**config.mk**
```make
export PLATFORM = sky130hd
export DESIGN_NAME = metered_water_dispenser
export DESIGN_NICKNAME = d
export VERILOG_FILES = /design/src/rtl/water_dispenser_pkg.sv /design/src/rtl/button_edge_detector.sv /design/src/rtl/metered_water_dispenser.sv
export SDC_FILE = /design/constraint.sdc
export NUM_CORES = 1
export LEC_CHECK = 0
export BUFFER_PORTS_ARGS = -buffer_cell sky130_fd_sc_hd__buf_2
export CAP_MARGIN = 20
export CORE_MARGIN = 2
export CORE_UTILIZATION = 40
export DETAILED_ROUTE_END_ITERATION = 10
export GPL_ROUTABILITY_DRIVEN = 0
export PLACE_DENSITY = 0.69
export SYNTH_ARGS = -nofsm -noshare
export SYNTH_HDL_FRONTEND = slang
export SYNTH_SLANG_ARGS = --single-unit
```
**constraint.sdc**
```tcl
create_clock -name clock -period 3.1 [get_ports clock]
set_clock_uncertainty 0.1 [all_clocks]
set_input_delay 0.62 -clock clock [delete_from_list [all_inputs] [get_ports clock]]
set_output_delay 0.62 -clock clock [all_outputs]
set_load 0.02 [all_outputs]
```
**src/rtl/water_dispenser_pkg.sv**
```systemverilog
// Shared state encoding and default sizing for the metered water dispenser.
package water_dispenser_pkg;

  localparam int unsigned DefaultSwitchCount  = 10;
  localparam int unsigned DefaultAmountWidth  = 8;
  localparam int unsigned DefaultMaxAmount    = 255;
  localparam int unsigned DefaultTicksPerUnit = 4;

  typedef enum logic [1:0] {
    StIdle,
    StAccumulate,
    StDispense,
    StDone
  } state_t;

endpackage

```
**src/rtl/button_edge_detector.sv**
```systemverilog
// One sync flop plus one history flop; emits a single-cycle pulse per press.
module button_edge_detector #(
  parameter bit ActiveLow = 1'b0
) (
  input  logic clk_i,
  input  logic reset_i,
  input  logic button_i,
  output logic press_o
);

  localparam logic IdleLevel = ActiveLow;

  logic sync_q;
  logic prev_q;
  logic armed_q;

  always_ff @(posedge clk_i) begin
    if (reset_i) begin
      sync_q  <= IdleLevel;
      prev_q  <= IdleLevel;
      armed_q <= 1'b0;
    end else begin
      sync_q  <= button_i;
      prev_q  <= sync_q;
      // A button held active through reset release must return to idle before it can fire.
      armed_q <= armed_q | (button_i == IdleLevel);
    end
  end

  assign press_o = armed_q & (prev_q == IdleLevel) & (sync_q != IdleLevel);

endmodule

```
**src/rtl/metered_water_dispenser.sv**
```systemverilog
// Accumulates a requested amount from switch presses, then opens the valve for a metered time.
module metered_water_dispenser
  import water_dispenser_pkg::*;
#(
  parameter int unsigned SWITCH_COUNT   = DefaultSwitchCount,
  parameter int unsigned AMOUNT_WIDTH   = DefaultAmountWidth,
  parameter int unsigned MAX_AMOUNT     = DefaultMaxAmount,
  parameter int unsigned TICKS_PER_UNIT = DefaultTicksPerUnit
) (
  input  logic                    clock,
  input  logic                    reset,
  input  logic [SWITCH_COUNT-1:0] switches,
  input  logic                    button_add,
  input  logic                    button_ok,
  input  logic                    button_cancel,
  output logic [AMOUNT_WIDTH-1:0] total_amount,
  output logic [AMOUNT_WIDTH-1:0] dispensed_amount,
  output logic                    valve_open,
  output logic                    busy,
  output logic                    overflow
);

  localparam int unsigned TickWidth = (TICKS_PER_UNIT > 1) ? $clog2(TICKS_PER_UNIT) : 1;
  localparam logic [TickWidth-1:0]    TickLast = TickWidth'(TICKS_PER_UNIT - 1);
  localparam logic [AMOUNT_WIDTH-1:0] MaxTotal = AMOUNT_WIDTH'(MAX_AMOUNT);
  localparam logic [AMOUNT_WIDTH:0]   MaxSum   = (AMOUNT_WIDTH + 1)'(MAX_AMOUNT);

  logic add_evt;
  logic ok_evt;
  logic cancel_evt;

  button_edge_detector #(.ActiveLow(1'b1)) u_add (
    .clk_i   (clock),
    .reset_i (reset),
    .button_i(button_add),
    .press_o (add_evt)
  );

  button_edge_detector #(.ActiveLow(1'b0)) u_ok (
    .clk_i   (clock),
    .reset_i (reset),
    .button_i(button_ok),
    .press_o (ok_evt)
  );

  button_edge_detector #(.ActiveLow(1'b0)) u_cancel (
    .clk_i   (clock),
    .reset_i (reset),
    .button_i(button_cancel),
    .press_o (cancel_evt)
  );

  state_t                  state_q, state_d;
  logic [AMOUNT_WIDTH-1:0] total_q, total_d;
  logic [AMOUNT_WIDTH-1:0] disp_q, disp_d;
  logic [TickWidth-1:0]    tick_q, tick_d;
  logic                    ovf_q, ovf_d;

  logic [AMOUNT_WIDTH-1:0] sel_amount;
  logic [AMOUNT_WIDTH:0]   sum;

  // Highest set switch wins; later iterations overwrite lower indices.
  always_comb begin
    sel_amount = '0;
    for (int i = 0; i < SWITCH_COUNT; i++) begin
      if (switches[i]) sel_amount = AMOUNT_WIDTH'(i);
    end
  end

  assign sum = {1'b0, total_q} + {1'b0, sel_amount};

  always_comb begin
    state_d = state_q;
    total_d = total_q;
    disp_d  = disp_q;
    tick_d  = tick_q;
    ovf_d   = ovf_q;
    if (cancel_evt) begin
      state_d = StIdle;
      total_d = '0;
      tick_d  = '0;
      ovf_d   = 1'b0;
    end else begin
      case (state_q)
        StIdle, StAccumulate: begin
          if (ok_evt) begin
            // A simultaneous add is dropped even when the ok itself is ignored.
            if (state_q == StAccumulate && total_q != '0) begin
              state_d = StDispense;
              disp_d  = '0;
              tick_d  = '0;
            end
          end else if (add_evt) begin
            state_d = StAccumulate;
            if (sum > MaxSum) begin
              total_d = MaxTotal;
              ovf_d   = 1'b1;
            end else begin
              total_d = sum[AMOUNT_WIDTH-1:0];
            end
          end
        end
        StDispense: begin
          if (tick_q == TickLast) begin
            tick_d  = '0;
            total_d = total_q - AMOUNT_WIDTH'(1);
            disp_d  = disp_q + AMOUNT_WIDTH'(1);
            if (total_q == AMOUNT_WIDTH'(1)) state_d = StDone;
          end else begin
            tick_d = tick_q + TickWidth'(1);
          end
        end
        StDone:  state_d = StIdle;
        default: state_d = StIdle;
      endcase
    end
  end

  always_ff @(posedge clock) begin
    if (reset) begin
      state_q <= StIdle;
      total_q <= '0;
      disp_q  <= '0;
      tick_q  <= '0;
      ovf_q   <= 1'b0;
    end else begin
      state_q <= state_d;
      total_q <= total_d;
      disp_q  <= disp_d;
      tick_q  <= tick_d;
      ovf_q   <= ovf_d;
    end
  end

  assign total_amount     = total_q;
  assign dispensed_amount = disp_q;
  assign valve_open       = (state_q == StDispense);
  assign busy             = (state_q == StDispense) || (state_q == StDone);
  assign overflow         = ovf_q;

endmodule

```
### Word-level counts from Yosys, hierarchy flattened

Index checks and enable logic that the tools add are counted.

* register bits after elaboration: 30
* output and inout bits: 19
* bits of input ports: 15
* logic and storage cells: 88

* eq/ne operators: 13
* bitwise gates (word level): 16
* reduce and logical (&&, ||, !) cells: 12
* add/subtract/negate cells: 4
* multiplexer cells: 28
* magnitude comparators: 1

Operators by type and width (count)
* $mux W8: 15
* $pmux W8 S2: 2
* $mux W2: 8
* $reduce_and A4 Y1: 3
* $add A8 B8 Y9: 1
* $gt A9 B8 Y1 const B: 1
* $add A8 B1 Y8 const B: 1
* $eq A8 B1 Y1 const B: 1
* $ne A2 B2 Y1 const B: 4
* $reduce_bool A8 Y1: 1
* $sub A8 B1 Y8 const B: 1
* $not A1 Y1: 7
* $and A1 B1 Y1: 6
* $eq A2 B2 Y1 const B: 3
* $ne A3 B3 Y1 const B: 2
* $pmux W2 S3: 1
* $reduce_and A5 Y1: 1
* $ne A2 B1 Y1 const B: 2
* $pmux W2 S2: 1
* $reduce_or A2 Y1: 2
* $or A1 B1 Y1: 3
* $reduce_and A3 Y1: 1
* $add A2 B1 Y2 const B: 1
* $eq A2 B1 Y1 const B: 1
* 5 further kinds: 5

### Depth between registers and ports, before layout

Gate-level depths: netlist of run 1.

* depth in word-level cells: 15
* gate-level depth with buffers: 12
* mapped depth without buffers: 12

### Hierarchy

From an unflattened synthesis of run 1, not the netlist that was laid out.

* cells, all modules: 209
* area, all modules: 1786.7 um^2

By module, submodules not included
* metered_water_dispenser: area each 1510.2 um^2, cells an instance 184, seq. area each 420.4 um^2, times used 1
* button_edge_detector (u_cancel ...): area each 92.6 um^2, cells an instance 9, seq. area each 60.1 um^2, times used 2
* button_edge_detector (u_add): area each 91.3 um^2, cells an instance 7, seq. area each 60.1 um^2, times used 1

### Least setup slack after synthesis of run 1

Ideal clock, no wire load.

* kind: input-to-reg
* start: input switches[2]
* end: register total_q[5], in the netlist total_amount[5]
* arrival time: 2.529 ns
* data required time: 2.875 ns
* cell stages on the path: 12
* buffers on the path: 0
* library setup time: 0.125 ns
* path slack: 0.346 ns
* path through: inv_1 > a21oi_1 > o21bai_1 > a21oi_1 > o21bai_1 > ha_1 > fa_1 > a21o_1 > a21oi_2 > o21ai_0 > o2111ai_1 > nand3b_1

* word-level cells in the longest chain between the ends: 14

RTL lines
* from (decl): line metered_water_dispenser.sv:12 `input logic [SWITCH_COUNT-1:0] switches,`
* $mux W8 (*) (8 in a row): line metered_water_dispenser.sv:66 `if (switches[i]) sel_amount = AMOUNT_WIDTH'(i);`
* $add A8 B8 Y9 (*): line metered_water_dispenser.sv:70 `assign sum = {1'b0, total_q} + {1'b0, sel_amount};`
* $gt A9 B8 Y1: line metered_water_dispenser.sv:95 `if (sum > MaxSum) begin`
* $mux W8 (*): line metered_water_dispenser.sv:95
* $mux W8 (*): line metered_water_dispenser.sv:93 `end else if (add_evt) begin`
* $mux W8 (*): line metered_water_dispenser.sv:86 `if (ok_evt) begin`
* $pmux W8 S2 (*): line metered_water_dispenser.sv:84 `case (state_q)`
* to (signal assigned): line metered_water_dispenser.sv:128 `total_q <= total_d;`
* to (decl): line metered_water_dispenser.sv:54 `logic [AMOUNT_WIDTH-1:0] total_q, total_d;`

Mark *: on every way between the ends. The rest lies on a longest branch, timed or not. The select of a mux whose other input is x is not followed.
A chain may end at the register's enable or synchronous reset.

### Worst setup path in the final report of run 1

* start: input switches[2]
* end: register total_q[0], in the netlist total_amount[0]

Same word-level chain as after synthesis.

==> results.tsv, run 1 <==
stage	metric	value	unit
placed_design	Port Buffers	32	
global_routing	Congestion Overflow GR	0	
floorplanning	Die Ht	70.11	µm
logic_synthesis	synth top area cells	dfxtp_1 (34%), ha_1 (6.4%), nor2_1 (5.8%)	
clock_network	CTS root buffer	clkbuf_8	
timing	slew margin rel.	58.46	%
logic_synthesis	post-synth top area cell	dfxtp_1	
timing	Worst-Margin Slew	0.6224	ns
floorplanning	IO Count	34	
logic_synthesis	Main synth FF type	dfxtp_1	
global_routing	largest net degree at the start of global routing	22	
clock_network	Resize count post-CTS	0	
setup_path	Worst EP arrival	2.71	ns
placed_design	post-DP HPWL	2.848	mm
logic_synthesis	mux share of post-synthesis cell area	0	%
logic_synthesis	post-synth top area share	34.36	%
timing	Final Hold Slack	0.3601	ns
clock_network	# clock sinks	30	
clock_network	Skew-Pair Late Insertion Delay	0.29	ns
setup_path	CP Data Required Time	3.16	ns
floorplanning	die width	70.11	µm
clock_network	Post-CTS Setup Inserts	0	
timing	RSZ-0062 raised after global routing	false	
worst_hold_path	HP Class	flop to flop	
status	status	complete, no violations	
logic_synthesis	Distinct cells, synth	54	
timing	setup TNS	0	ns
drt	routed wire length	3.773	mm
final_layout	Design Area, Final	2074	µm²
flow_run	total of max-cap violations	0	
timing	Hold Vio Cnt, Final	0	
drt	routed via count	1610	
clock_network	number of CTS-inserted buffers	5	
drt	DRT antenna net count	0	
logic_synthesis	Synth Area in Compound Gates	23.41	%
floorplanning	Initial Util	40.71	%
setup_path	Critical Path Fanout Max	5	
drt	DRC Markers	0	
placed_design	Post-DP Area	1932	µm²
clock_network	TritonCTS clock tree	built	
logic_synthesis	count leader, synth	dfxtp_1	
global_routing	GR Util All Layers	17.08	%
logic_synthesis	XOR/XNOR Fraction of Synth Area	4.009	%
logic_synthesis	Avg Cell Area, Syn	8.403	µm²
floorplanning	Die Area	4915	µm²
logic_synthesis	Post-synth EDFFs	0	
timing	Final Max Tran Viols	0	
final_layout	share of cells above drive strength 1	22.92	%
power_and_ir_drop	Pwr Density	467.7	nW/µm²
global_routing	initial antenna violation count	0	
drt	drt first-iter violations	64	
logic_synthesis	Post-Synth Adder-Cell Area	7.588	%
logic_synthesis	most frequent cells after synthesis	dfxtp_1 (30), nor2_1 (27), a21oi_1 (17), o21ai_0 (14), nand2_1 (13)	
final_layout	P&R area growth vs syn	18.68	%
clock_network	clock slew at reported path FFs	0.07	ns
logic_synthesis	combinational family with the most area after synthesis	simple AND/OR/NAND/NOR gates	
logic_synthesis	Synthesized Nets	233	
logic_synthesis	yosys warns	0	
global_routing	first-pass GRT wire length	6.741	mm
clock_network	# hold bufs at CTS	0	
drt	Via density	5.514	
logic_synthesis	ys async rst share	0	%
timing	final setup vio count	0	
setup_path	CP Capture Type	flop	
logic_synthesis	synthesized flop and latch total	30	
timing	Final period util	85.56	%
logic_synthesis	Cells after Synth	208	
global_routing	vias in the first global route	1563	
timing	Final min period	2.652	ns
logic_synthesis	Post-Syn Area	1748	µm²
floorplanning	FP Rows	24	
timing	Fmax	0.3770	GHz
floorplanning	core box area	4294	µm²
power_and_ir_drop	maximum vdd drop	0.0002261	V
power_and_ir_drop	LEAKAGE	0.9381	nW
final_layout	final cell utilization of the core	48.31	%
drt	per-cell routed wire length	12.92	µm
logic_synthesis	Seq/Total Area, Yosys	34.36	%
drt	drt first pass iters	4	
setup_path	type of the worst setup path	primary input to flop	
setup_path	Setup crit start kind	primary input	
logic_synthesis	Synth Area in Simple Gates	25.48	%
clock_network	clock buffer depth	2	
final_layout	Diodes inserted	0	
clock_network	H-tree depth	2	
final_layout	Final #Nets	264	
-- path summary, 6_finish.rpt --
path	startpoint	endpoint	slack (ns)	cells after the start
setup / recovery	switches[2]	total_amount[0]	0.45	13
hold / removal	u_cancel.armed_q	u_cancel.armed_q	0.36	2
hold reg to reg	u_cancel.armed_q	u_cancel.armed_q	0.36	2
setup reg to reg	total_amount[0]	total_amount[0]	0.88	7
-- sequential cells by signal (all words and copies together), names as in the netlist --
name and flops:
dispensed_amount 8, overflow 1, state_q 2, tick_q 2, total_amount 8, u_add.armed_q 1
u_add.prev_q 1, u_add.sync_q 1, u_cancel.armed_q 1, u_cancel.prev_q 1, u_cancel.sync_q 1, u_ok.armed_q 1
u_ok.prev_q 1, u_ok.sync_q 1
-- metrics by stage --
stage	setup slack, ns	instances	total power, W
after global routing	0.2028	292	0.001004
after floorplan	0.3461	208	0.0004608
final	0.4476	292	0.0009703
after CTS	0.4389	292	0.0009805
after global placement	0.1764	284	0.0004829
after detailed placement	0.1313	284	0.0004850
-- cells in the final DEF, fill, tap and decap left out, types with 5 or more instances in the layout --
master,synthesis,layout
nand2_1,13,13
nor2_1,27,27
nand3_1,5,5
inv_1,9,9
buf_2,3,32
o21ai_0,14,14
xor2_1,7,7
dfxtp_1,30,30
ha_1,9,9
clkbuf_8,0,6
a21oi_1,17,17
-- cell type report --
type                            count  area (µm²)
Multi-Input combinational cell    159        1057
Clock inverter                      2       60.06
Inverter                            9       33.78
Timing Repair Buffer               34       175.2
Clock buffer                        6       82.58
Tap cell                           52       65.06
Fill cell                         432        2220
Sequential cell                    30       600.6
-- logic make-up after synthesis --
logic type	after synthesis
AOI/OAI and AO/OA	60
xor gates and xnor gates	8
adders and majority gates	10
buffers and inverters	19
DFF	30
and+or+nand+nor	81
-- routing by layer --
metal	vias up	track usage (%)	part of all wire, %
met2	40	27.62	46
met5	-	0	0
met1	744	20.77	47
met4	0	9.615	2.4
li1	819	-	-
met3	7	4.040	4.7
-- where the power goes --
group	internal (W)	total (W)	switching, W
clock network	0.000343	0.000494	0.000152
logic	0.0000317	0.0000734	0.0000417
registers	0.000394	0.000403	0.00000830
-- critical path, cell delays in order --
cell and delay (ns):
buf_2 0.08, inv_1 0.03, a21oi_1 0.11, o21bai_1 0.08, a21oi_1 0.14, o21bai_1 0.08
ha_1 0.22, fa_1 0.41, a21o_1 0.21, a21oi_2 0.14, o21ai_0 0.23, o221ai_1 0.25
a21oi_1 0.09
(Power assumes the default switching activity.)
==> run 2, diff against run 1 <==
--- a/config.mk
+++ b/config.mk
@@ -14,4 +14,5 @@
 export PLACE_DENSITY = 0.69
 export SYNTH_ARGS = -nofsm -noshare
 export SYNTH_HDL_FRONTEND = slang
+export SYNTH_HIERARCHICAL = 1
 export SYNTH_SLANG_ARGS = --single-unit
==> constraint.sdc (replaced) <==
create_clock -name clock -period 3.1 [get_ports clock]
set_clock_uncertainty 0.1 [all_clocks]
set_input_delay 0 -clock clock [delete_from_list [all_inputs] [get_ports clock]]
set_output_delay 0 -clock clock [all_outputs]
set_load 0.02 [all_outputs]
==> run 2 against run 1 <==
  * Fmax up 23%
  * First-iteration DRC count rose to 3.1 times the previous value
  * Routed wire length down 2.4%
  * Worst setup slack better by 0.49 ns
  * Synthesized area up 2.2%
  * Combinational power up 12%
  * Sequential share of layout area down 0.56 points
  * Final cell count up 2.7%
  * Critical path type is now flop to flop
  * Register-to-register slack better by 0.06 ns
  * Core utilization up 0.62 points
  * Final area up 2.0%
  * Critical endpoint is now total_amount[5]
==> results.tsv, run 2 <==
stage	metric	value	unit
status	status	complete, no violations	
placed_design	Setup WS pre-CTS	0.9604	ns
global_routing	GR Util All Layers	15.59	%
worst_hold_path	Hold Path Origin	switches[9]	
floorplanning	core box area	4324	µm²
timing	RSZ-0062 raised after global routing	false	
timing	setup TNS	0	ns
timing	Hold Vio Cnt, Final	0	
global_routing	Congestion Overflow GR	0	
drt	DRT antenna net count	0	
timing	Final period util	69.69	%
setup_path	Setup crit start kind	flop	
timing	Fmax	0.4629	GHz
placed_design	post-DP HPWL	2.695	mm
clock_network	H-tree depth	2	
floorplanning	FP Rows	24	
setup_path	CP Data Required Time	3.19	ns
timing	Worst-Margin Slew	0.5069	ns
clock_network	number of CTS-inserted buffers	5	
timing	slew margin rel.	66.21	%
clock_network	clock slew at reported path FFs	0.07	ns
floorplanning	Die Area	5018	µm²
global_routing	met2 Usage GRT	25.03	%
final_layout	Diodes inserted	0	
logic_synthesis	yosys warns	6	
final_layout	share of cells above drive strength 1	22.58	%
final_layout	Final #Nets	272	
timing	final setup vio count	0	
timing	Final Max Tran Viols	0	
logic_synthesis	synth top area cells	dfxtp_1 (34%), ha_1 (6.3%), nor2_1 (5.9%)	
clock_network	clock buffer depth	2	
flow_run	total of max-cap violations	0	
final_layout	area occupied by registers	600.6	µm²
global_routing	largest net degree at the start of global routing	24	
power_and_ir_drop	combinational share of power	10.1	%
power_and_ir_drop	clock power share	40.3	%
logic_synthesis	post-synth top area cell	dfxtp_1	
global_routing	vias in the first global route	1465	
setup_path	reg2reg start	total_amount[0]	
drt	Via density	5.260	
logic_synthesis	Avg Cell Area, Syn	8.549	µm²
logic_synthesis	XOR/XNOR Fraction of Synth Area	4.902	%
setup_path	Critical Path Fanout Max	8	
drt	drt first pass iters	4	
global_routing	first-pass GRT wire length	6.437	mm
final_layout	P&R area growth vs syn	18.42	%
power_and_ir_drop	Seq pwr share	49.6	%
drt	DRC Markers	0	
final_layout	most frequent cells in the layout	buf_2 (32), dfxtp_1 (30), nor2_1 (28)	
logic_synthesis	Synth Area in Compound Gates	22.97	%
worst_hold_path	HP Class	primary input to flop	
final_layout	commonest non-fill, non-tap cell in the layout	buf_2	
logic_synthesis	count leader, synth	dfxtp_1	
power_and_ir_drop	switch share	24.51	%
global_routing	M1 GR Usage	20.54	%
logic_synthesis	mux share of post-synthesis cell area	0.5602	%
logic_synthesis	ys async rst share	0	%
final_layout	area of the multi-input gates	1081	µm²
logic_synthesis	Seq/Total Area, Yosys	33.61	%
logic_synthesis	Distinct cells, synth	54	
drt	routed wire length	3.684	mm
floorplanning	IO Count	34	
logic_synthesis	post-synth top area share	33.61	%
power_and_ir_drop	P_int	0.0006112	W
drt	per-cell routed wire length	12.28	µm
logic_synthesis	Synth Area in Simple Gates	24.65	%
power_and_ir_drop	P_sw	0.0001984	W
power_and_ir_drop	LEAKAGE	0.8819	nW
logic_synthesis	Synthesized Nets	234	
setup_path	Worst Setup SP	total_amount[0]	
logic_synthesis	Cells after Synth	209	
setup_path	Worst EP arrival	2.25	ns
logic_synthesis	synthesized flop and latch total	30	
logic_synthesis	combinational family with the most area after synthesis	simple AND/OR/NAND/NOR gates	
drt	routed via count	1578	
timing	Final Hold Slack	0.1618	ns
logic_synthesis	Post-Syn Area	1787	µm²
setup_path	CP Capture Type	flop	
logic_synthesis	Main synth FF type	dfxtp_1	
final_layout	Fillers	456	
clock_network	Post-CTS Setup Inserts	0	
timing	final worst slack	0.9397	ns
clock_network	CTS root buffer	clkbuf_8	
floorplanning	Die Ht	70.84	µm
logic_synthesis	Post-Synth Adder-Cell Area	7.423	%
global_routing	initial antenna violation count	0	
setup_path	type of the worst setup path	flop to flop	
power_and_ir_drop	Pwr Density	382.7	nW/µm²
clock_network	# clock sinks	30	
floorplanning	die width	70.84	µm
global_routing	met3 Use GR	3.561	%
power_and_ir_drop	maximum vdd drop	0.0002252	V
floorplanning	Initial Util	41.32	%
clock_network	TritonCTS clock tree	built	
drt	drt first-iter violations	197	
clock_network	Skew-Pair Late Insertion Delay	0.27	ns
logic_synthesis	Post-synth EDFFs	0	
global_routing	busiest grt layer	met2	
logic_synthesis	most frequent cells after synthesis	dfxtp_1 (30), nor2_1 (28), a21oi_1 (16), nand2_1 (13)	
timing	Final min period	2.160	ns
placed_design	Port Buffers	32	
## run 2: final timing paths
kind,cells past startpoint,to,slack (ns)
min,5,total_amount[0],0.16
min reg2reg,1,u_add/prev_q,0.34
max reg2reg,7,total_amount[5],0.94
max,7,total_amount[5],0.94
## run 2: cell families after synthesis
kind of cell	Yosys count
flops	30
xor+xnor	10
fa+ha+maj	10
mux	1
buf+inv	19
compound gates	58
simple gates	81
## run 2: critical path, cell delays in order, from the launching register on
cell      delay (ns)
dfxtp_1         0.49
ha_1            0.24
fa_1            0.23
nand3_1         0.10
a21oi_1         0.33
a211oi_1        0.08
or2_1           0.23
a221oi_2        0.26
## run 2: metal layers
layer / wire length, µm / up-vias / share of wire, %
met5: 0 / - / 0
met4: 27 / 0 / 0.73
met3: 203 / 2 / 5.5
met2: 1727 / 51 / 47
met1: 1724 / 707 / 47
li1: - / 818 / -
## run 2: what timing repair did
action / CTS / global route
endpoints found under the hold margin: 10 / 0
hold buffers: 7 / 0
gates resized for setup: 0 / 0
## run 2: cell type report
| type | instances | area share (%) |
|---|---|---|
| Tap cell | 52 | 3.075 |
| Timing Repair Buffer | 39 | 10.88 |
| Clock buffer | 6 | 3.903 |
| Sequential cell | 30 | 28.39 |
| Clock inverter | 2 | 0.5914 |
| Inverter | 11 | 2.070 |
| Multi-Input combinational cell | 160 | 51.09 |
## run 2: power by group through the flow
stage / logic (W) / registers [W] / clock network [W]
3_5_place_dp: 0.0000750 / 0.000410 / 0
2_1_floorplan: 0.0000504 / 0.000411 / 0
3_3_place_gp: 0.0000743 / 0.000410 / 0
4_1_cts: 0.0000824 / 0.000401 / 0.000338
5_1_grt: 0.0000930 / 0.000402 / 0.000356
6_report: 0.0000821 / 0.000402 / 0.000326
## run 2: per-stage QoR
| stage | cell area, µm² | utilization [%] | total power, W | instances |
|---|---|---|---|---|
| 6_report | 2116 | 48.93 | 0.0008097 | 300 |
| 5_1_grt | 2116 | 48.93 | 0.0008513 | 300 |
| 4_1_cts | 2116 | 48.93 | 0.0008218 | 300 |
| 3_5_place_dp | 1951 | 45.11 | 0.0004853 | 285 |
| 3_3_place_gp | 1951 | 45.11 | 0.0004843 | 285 |
| 2_1_floorplan | 1787 | - | 0.0004611 | 209 |
